--- src/rtl/vga_timing_gen.sv ---
// VGA raster timing: pixel-enable divider, h/v counters, visible window,
// frame tick, and a one-pixel-delayed blanked colour/sync pin stage.
module vga_timing_gen #(
  parameter int CLK_DIV = 4,
  parameter int H_SYNC  = 96,
  parameter int H_BP    = 48,
  parameter int H_VIS   = 640,
  parameter int H_FP    = 16,
  parameter int V_SYNC  = 2,
  parameter int V_BP    = 33,
  parameter int V_VIS   = 480,
  parameter int V_FP    = 10
) (
  input  logic        clk,
  input  logic        rst,
  output logic [9:0]  hCount,
  output logic [9:0]  vCount,
  output logic        bright,
  output logic        pix_en,
  output logic        frame_tick,
  input  logic [11:0] rgb_in,
  output logic [3:0]  vgaR,
  output logic [3:0]  vgaG,
  output logic [3:0]  vgaB,
  output logic        hSync,
  output logic        vSync
);

  localparam int H_TOTAL = H_SYNC + H_BP + H_VIS + H_FP;
  localparam int V_TOTAL = V_SYNC + V_BP + V_VIS + V_FP;
  localparam int DW      = $clog2(CLK_DIV);

  localparam logic [DW-1:0] DIV_LAST = DW'(CLK_DIV - 1);
  localparam logic [9:0] H_LAST = 10'(H_TOTAL - 1);
  localparam logic [9:0] V_LAST = 10'(V_TOTAL - 1);
  localparam logic [9:0] H_VS   = 10'(H_SYNC + H_BP);
  localparam logic [9:0] H_VE   = 10'(H_SYNC + H_BP + H_VIS - 1);
  localparam logic [9:0] V_VS   = 10'(V_SYNC + V_BP);
  localparam logic [9:0] V_VE   = 10'(V_SYNC + V_BP + V_VIS - 1);
  localparam logic [9:0] H_SW   = 10'(H_SYNC);
  localparam logic [9:0] V_SW   = 10'(V_SYNC);

  logic [DW-1:0] div_q, div_d;
  logic [9:0]    h_q, h_d;
  logic [9:0]    v_q, v_d;
  logic [3:0]    r_q, r_d;
  logic [3:0]    g_q, g_d;
  logic [3:0]    b_q, b_d;
  logic          hs_q, hs_d;
  logic          vs_q, vs_d;
  logic          tick_q, tick_d;
  logic          h_wrap, v_wrap;
  logic          h_vis, v_vis;
  logic          pe, vis;

  always_comb begin
    pe     = (div_q == DIV_LAST);
    h_wrap = (h_q == H_LAST);
    v_wrap = (v_q == V_LAST);
    h_vis  = (h_q >= H_VS) && (h_q <= H_VE);
    v_vis  = (v_q >= V_VS) && (v_q <= V_VE);
    vis    = h_vis && v_vis;

    div_d  = pe ? '0 : div_q + DW'(1);
    h_d    = h_q;
    v_d    = v_q;
    r_d    = r_q;
    g_d    = g_q;
    b_d    = b_q;
    hs_d   = hs_q;
    vs_d   = vs_q;
    tick_d = pe && h_wrap && v_wrap;

    if (pe) begin
      h_d = h_wrap ? '0 : h_q + 10'd1;
      if (h_wrap) begin
        v_d = v_wrap ? '0 : v_q + 10'd1;
      end
      // Pins show the pixel the counters just left, colour forced to 0 in blanking.
      r_d  = vis ? rgb_in[11:8] : 4'h0;
      g_d  = vis ? rgb_in[7:4]  : 4'h0;
      b_d  = vis ? rgb_in[3:0]  : 4'h0;
      hs_d = (h_q >= H_SW);
      vs_d = (v_q >= V_SW);
    end
  end

  always_ff @(posedge clk or negedge rst) begin
    if (!rst) begin
      div_q  <= '0;
      h_q    <= '0;
      v_q    <= '0;
      r_q    <= '0;
      g_q    <= '0;
      b_q    <= '0;
      hs_q   <= 1'b1;
      vs_q   <= 1'b1;
      tick_q <= 1'b0;
    end else begin
      div_q  <= div_d;
      h_q    <= h_d;
      v_q    <= v_d;
      r_q    <= r_d;
      g_q    <= g_d;
      b_q    <= b_d;
      hs_q   <= hs_d;
      vs_q   <= vs_d;
      tick_q <= tick_d;
    end
  end

  assign hCount     = h_q;
  assign vCount     = v_q;
  assign bright     = vis;
  assign pix_en     = pe;
  assign frame_tick = tick_q;
  assign vgaR       = r_q;
  assign vgaG       = g_q;
  assign vgaB       = b_q;
  assign hSync      = hs_q;
  assign vSync      = vs_q;

endmodule

--- config.mk ---
export PLATFORM = sky130hd
export DESIGN_NAME = vga_timing_gen
export DESIGN_NICKNAME = d
export VERILOG_FILES = /design/src/rtl/vga_timing_gen.sv
export SDC_FILE = /design/constraint.sdc
export NUM_CORES = 1
export LEC_CHECK = 0
export BUFFER_PORTS_ARGS = -buffer_cell sky130_fd_sc_hd__buf_4
export CORE_MARGIN = 3
export CORE_UTILIZATION = 45
export CTS_BUF_LIST = sky130_fd_sc_hd__clkbuf_16
export DETAILED_ROUTE_END_ITERATION = 10
export PLACE_DENSITY = 0.79
export SYNTH_ARGS = -nofsm -noshare
export SYNTH_HDL_FRONTEND = slang
export SYNTH_SLANG_ARGS = --single-unit
export TNS_END_PERCENT = 100
--- constraint.sdc ---
create_clock -name clk -period 1.6 [get_ports clk]
set_input_delay 0 -clock clk [delete_from_list [all_inputs] [get_ports clk]]
set_output_delay 0 -clock clk [all_outputs]
set_load 0.02 [all_outputs]
==> reports/metrics.csv, run 1 <==
stage;metric;value;unit
sta;slew_headroom;61.7;%
synth;yosysWarnings;0;
cells_and_area;final_cell_mix;buf_4, dfrtp_1, nor2b_1, dlygate4sd3_1, nand3_1;
power;power_density;674;mW/mm^2
sta;worstMarginPinSlew;0.560;ns
worst_setup_path;start_kind;flip-flop;
clocking;cts_max_path_buffers;2;
worst_setup_path;crit_path_end_kind;flip-flop;
clocking;cts_tree;done;
synth;ys.flop_type;dfrtp_1;
route;routedWlPerCell;17.8;microns
synth;synth_edf_count;0;
sta;rsz0062_at_grt;yes;
global_routing;grt_pass1_wl;9000;microns
worst_setup_path;crit_top_cell;buf_6;
route;postRouteWirelength;6000;microns
place;place.gp.congestion;0.862;
worst_setup_path;crit_path_top_delay_cell;dfrtp_2;
sta;slew_violations;0;
clocking;root_buffer;clkbuf_16;
synth;synth_top_area_cell;dfrtp_1;
synth;synth_seq_cells;37;
synth;synthesis.instances;183;
global_routing;grt_max_degree;38;
route;antenna_left;0;
synth;netlist.area_leader.share;46.6;%
clocking;cts.clk_slew.worst_paths;0.05;ns
worst_hold_path;hold_path_class;in2async;
sta;fmax;559;MHz
global_routing;grt_antenna_before_repair;0;
power;leakage;0.00146;uW
route;drtIter0Drc;111;
power;peakVddDrop;0.874;mV
clocking;clock_latency;0.28;ns
cells_and_area;insertedDiodeCount;0;
worst_setup_path;critPathMaxStageDelay;0.40;ns
sta;finalSetupViolCount;21;
die;placementRows;22;
route;vias;1881;
synth;synth_cell_types;43;
cells_and_area;layout_commonest_cell;buf_4;
place;dp_hpwl;3480;microns
worst_setup_path;path_cells;buf_6 > inv_8 > ha_1 > nand2b_1 > a31oi_2 > nor3_4 > buf_6 > buf_4 > a31o_1;
cells_and_area;finish.net_count;307;
synth;seq_area_frac_synth;49.4;%
global_routing;grt_pass1_vias;1809;
route;via_per_inst;5.60;
worst_setup_path;path_buf_inv;4;
route;drc;0;
clocking;clock_sinks;37;
sta;timing.final.ws_setup;-0.190;ns
status;status;finished, violations left;
place;portBuffers;50;
sta;min_period;1.79;ns
run;maxCapViolations;0;
die;dieWidth;70.6;microns
global_routing;overflow;0;
sta;min_period_over_period;112;%
sta;fin_hold_ws;0.216;ns
place;dp_slack;-0.121;ns
worst_setup_path;critPathKind;reg2reg;
die;initial_utilization;49.1;%
worst_setup_path;critPathTopFamily;buffers and inverters;
status;failed_checks;negative setup slack;
synth;async_reset_ff_share;100;%
synth;synth_nets;203;
cells_and_area;drive_gt1_share;49.3;%
sta;hold_violations;0;
route;drt_first_pass_iters;5;
synth;syn_area_per_cell;10.3;sq um
global_routing;grt_usage;23.0;%
worst_setup_path;cp_max_fo;4;
synth;netlist_area;0.00188;sq mm
sta;finClkSkew;0.00748;ns
worst_setup_path;cp.arrival;1.95;ns
die;dieArea;0.00498;sq mm
clocking;cts_max_level;2;
die;boundaryPins;51;
synth;ys_top_cells_by_area;dfrtp_1, nor2b_1, a31o_1;
clocking;cts_buffers;5;
cells_and_area;syn_to_final_growth;65.2;%
die;core-area;0.00383;sq mm
die;die_h;70.6;microns
worst_setup_path;cp_data_required_time;1.76;ns
-- path summary, 6_finish.rpt --
kind	cells past startpoint	slack, ns	start	end
max	9	-0.19	vCount[0]$_DFFE_PN0P_	vgaB[1]$_DFFE_PN0P_
min	2	0.22	rst	vgaG[1]$_DFFE_PN0P_
max reg2reg	9	-0.19	vCount[0]$_DFFE_PN0P_	vgaB[1]$_DFFE_PN0P_
min reg2reg	2	0.50	hSync$_DFFE_PN1P_	hSync$_DFFE_PN1P_
max in group asynchronous	2	1.03	rst	vSync$_DFFE_PN1P_
min in group clk	3	0.49	rgb_in[4]	vgaG[0]$_DFFE_PN0P_
-- logic make-up (layout without fill, tap and decap cells) --
group / Yosys count / after routing / share of synthesized area [%]
adder cells (fa/ha/maj): 6 / 6 / 4.00
XOR/XNOR: 8 / 8 / 3.73
multiplexers: 3 / 3 / 1.60
AO/OA/AOI/OAI: 38 / 38 / 14.4
AND/OR/NAND/NOR: 69 / 69 / 21.1
buffers and inverters: 22 / 127 / 5.73
flip-flops: 37 / 37 / 49.4
-- state kept, by name, indices dropped and copies added, names as in the netlist --
name        flops
hCount         10
vgaG            4
vgaB            4
div_q           2
hSync           1
vgaR            4
vSync           1
vCount         10
frame_tick      1
-- report_power, final --
group	switching, uW	total, uW	internal (uW)
registers	0	937	937
clock network	361	1080	723
logic	29.8	70.5	40.7
total	391	2090	1700
-- area by class of cell --
class / instances / area [sq um]
sequential: 37 / 940
tap: 48 / 60.1
clock inverter: 3 / 37.5
clock buffer: 5 / 125
inverter: 8 / 40.0
multi-input combinational: 124 / 1010
fill: 232 / 724
timing repair buffer: 111 / 893
-- synthesized netlist by cell type (3+ instances only) --
cell type	n
a31o_2	3
nand2_1	7
nand3_1	11
dfrtp_1	35
xor2_1	3
nor2b_1	13
a31o_1	9
nand4_1	6
and3_1	6
inv_1	8
a21oi_1	8
ha_1	6
nor3_1	5
o21ai_0	8
buf_2	8
mux2i_1	3
nor2_1	8
xnor2_1	5
-- layer usage --
layer	vias up	track usage [%]	wire length [microns]
li1	861	-	-
met1	921	27.6	2260
met2	81	38.6	3250
met3	18	6.82	317
met4	0	9.81	179
met5	-	0	0
-- timing repair --
item / CTS / global route
resized for setup: 9 / 36
hold buffers: 13 / 0
pin swaps: 3 / 8
cloned: 0 / 1
setup buffers: 5 / 6
endpoints found under the hold margin: 47 / 0
setup endpoints to repair: 20 / 26
-- per-stage QoR --
stage	cell area (sq um)	std cells	TNS [ns]	power, uW	utilization (%)
2_1_floorplan	1920	183	-2.14	953	-
3_3_place_gp	2540	304	-0.949	996	66.5
3_5_place_dp	2540	304	-1.49	996	66.5
4_1_cts	2910	330	-1.78	2100	76.2
5_1_grt	3100	336	-4.10	2150	81.1
6_report	3100	336	-2.51	2090	81.1
Power figures use the tool's default switching activity.
==> inputs of run 2 (changes only) <==
- REMOVE_ABC_BUFFERS: default -> 1
==> run 2 against run 1 <==
  * Combinational power rose by 2%
  * Flip-flop and latch count did not move
  * The flow still finishes with violations (negative setup slack)
  * Clock power rose by 5%
==> reports/metrics.csv, run 2 (synthesis results as in run 1) <==
stage;metric;value;unit;change
worst_setup_path;cp_max_fo;6;;+2
power;leakage;0.00155;uW;+6.1%
route;drtIter0Drc;178;;+60%
cells_and_area;drive_gt1_share;52.0;%;+2.7 points
worst_setup_path;cp_data_required_time;1.78;ns;+0.02 ns
sta;fmax;563;MHz;+0.71%
sta;finClkSkew;0.00897;ns;+0.00149 ns
sta;timing.final.ws_setup;-0.177;ns;+0.0126 ns
cells_and_area;seqCellArea;932;sq um;-0.80%
cells_and_area;layout_commonest_cell;buf_4;;
route;routedWlPerCell;19.7;microns;+10%
place;portBuffers;50;;unchanged
cells_and_area;final.fill_count;205;;-12%
route;postRouteWirelength;6800;microns;+13%
power;peakVddDrop;0.604;mV;-31%
route;drc;0;;unchanged
worst_setup_path;path_cells;buf_6 > inv_4 > ha_1 > nand2b_4 > a31oi_2 > nor3_4 > buf_6 > buf_6 > a31o_1;;
die;die_h;70.6;microns;unchanged
cells_and_area;multi_input_area;0.00107;sq mm;+6.5%
place;dp_hpwl;3370;microns;-3.3%
worst_setup_path;crit_top_cell;buf_6;;
sta;worstMarginPinSlew;0.501;ns;-0.0589 ns
sta;slew_violations;0;;unchanged
cells_and_area;final_cell_mix;buf_4, dfrtp_1, buf_6, nor2b_1, dlygate4sd3_1;;
global_routing;met1_usage;28.8;%;+1.2 points
worst_setup_path;critPathKind;reg2reg;;
status;status;finished, violations left;;
cells_and_area;final_cells;345;;+2.7%
sta;min_period_over_period;111;%;-0.79 points
route;vias;1972;;+4.8%
place;dp.cells;308;;+1.3%
run;maxCapViolations;0;;unchanged
sta;hold_violations;0;;unchanged
global_routing;grt_antenna_before_repair;1;;+1
power;p_sw_share;19.9;%;+1.2 points
power;power_density;657;mW/mm^2;-2.6%
die;boundaryPins;51;;unchanged
place;place.gp.congestion;0.867;;+0.63%
sta;min_period;1.78;ns;-0.0126 ns
worst_setup_path;start_kind;flip-flop;;
global_routing;overflow;0;;unchanged
worst_setup_path;path_buf_inv;4;;unchanged
clocking;cts_max_path_buffers;2;;unchanged
power;p_sw;424;uW;+8.6%
status;failed_checks;negative setup slack;;
power;p_clk_share;52.8;%;+1.0 points
global_routing;met3_usage;3.98;%;-2.8 points
clocking;clock_latency;0.29;ns;about the same
route;drt_first_pass_iters;4;;-1
global_routing;grt_max_degree;38;;unchanged
die;core-area;0.00383;sq mm;unchanged
clocking;cts_buffers;5;;unchanged
cells_and_area;syn_to_final_growth;73.0;%;
worst_setup_path;crit_path_end_kind;flip-flop;;
clocking;cts_max_level;2;;unchanged
power;p_int;1710;uW;+0.49%
die;initial_utilization;49.1;%;unchanged
route;via_per_inst;5.72;;+2.1%
global_routing;grt_usage;24.1;%;+1.1 points
die;dieWidth;70.6;microns;unchanged
sta;fin_hold_ws;0.215;ns;-0.000930 ns
clocking;cts_tree;done;;
cells_and_area;postLayoutCoreUtil;84.9;%;+3.9 points
global_routing;grt_use_met2;42.5;%;+4.0 points
sta;finalSetupViolCount;20;;-4.8%
worst_setup_path;critPathTopFamily;compound AO/OA/AOI/OAI gates;;
power;combPwrFrac;3.4;%;about the same
power;p_seq_share;43.9;%;-0.9 points
clocking;cts.clk_slew.worst_paths;0.06;ns;about the same
sta;setup_tns;-2.14;ns;+0.373 ns
clocking;clock_sinks;37;;unchanged
die;placementRows;22;;unchanged
global_routing;busiest_layer;met2;;
die;dieArea;0.00498;sq mm;unchanged
sta;slew_headroom;65.7;%;+4.0 points
worst_setup_path;crit_path_top_delay_cell;dfrtp_1;;
worst_setup_path;r2r_setup_slack;-0.18;ns;about the same
worst_setup_path;critPathMaxStageDelay;0.37;ns;-0.03 ns
worst_hold_path;hold_path_class;in2async;;
global_routing;grt_pass1_wl;9470;microns;+5.1%
cells_and_area;finish.net_count;315;;+2.6%
sta;rsz0062_at_grt;yes;;
global_routing;grt_pass1_vias;1948;;+7.7%
worst_setup_path;cp.arrival;1.95;ns;about the same
route;antenna_left;0;;unchanged
clocking;root_buffer;clkbuf_16;;
-- run 2: power by group through the flow --
| stage | clock (uW) | sequential [uW] | combinational [uW] |
|---|---|---|---|
| after floorplan | 0 | 953 | 0.329 |
| after global routing | 1180 | 935 | 78.8 |
| after global placement | 0 | 953 | 43.5 |
| final | 1130 | 936 | 71.7 |
| after detailed placement | 0 | 953 | 43.4 |
| after CTS | 1120 | 936 | 68.7 |
-- run 2: metrics by stage --
stage | total power, uW | area [sq um] | setup slack (ns)
final | 2130 | 3250 | -0.177
after global routing | 2200 | 3250 | -0.248
after CTS | 2120 | 3050 | -0.163
after detailed placement | 996 | 2540 | -0.119
after global placement | 996 | 2540 | -0.0755
after floorplan | 953 | 1800 | -0.871
-- run 2: what timing repair did --
item | 4_1_cts | 5_1_grt
setup endpoints to repair | 23 | 27
setup buffers | 10 | 6
resized for setup | 34 | 39
hold endpoints to repair | 47 | 0
pin swaps | 11 | 18
hold buffers | 13 | 0
gates cloned | 1 | 0
-- run 2: worst paths after layout --
check,end,from,depth (start not counted)
worst max register to register,vgaR[0]$_DFFE_PN0P_,vCount[0]$_DFFE_PN0P_,9
worst min-delay path,vCount[7]$_DFFE_PN0P_,rst,2
worst max-delay path,vgaR[0]$_DFFE_PN0P_,vCount[0]$_DFFE_PN0P_,9
min in group clk,hSync$_DFFE_PN1P_,hSync$_DFFE_PN1P_,2
worst min register to register,hSync$_DFFE_PN1P_,hSync$_DFFE_PN1P_,2
max in group asynchronous,vCount[3]$_DFFE_PN0P_,rst,2
-- run 2: worst register-to-register path, delay by kind of cell (launching register included) --
kind,cells,cell delay (ns)
AOI/OAI and AO/OA,2,0.44
buffers and inverters,4,0.42
DFF,1,0.37
and+or+nand+nor,2,0.24
adders and majority gates,1,0.21
-- run 2: per-layer routing --
layer | up-vias | part of all wire (%)
met5 | - | 0
met2 | 86 | 53
met4 | 0 | 2.7
li1 | 883 | -
met3 | 22 | 5.6
met1 | 981 | 39
-- run 2: layout make-up --
type                       instances  share of cell area (%)
antenna                            1                  0.0770
clock buffer                       5                    3.85
clock inverter                     3                    1.31
inverter                           8                    1.16
multi-input combinational        124                    33.0
sequential                        37                    28.7
tap                               48                    1.85
timing repair buffer             119                    30.1
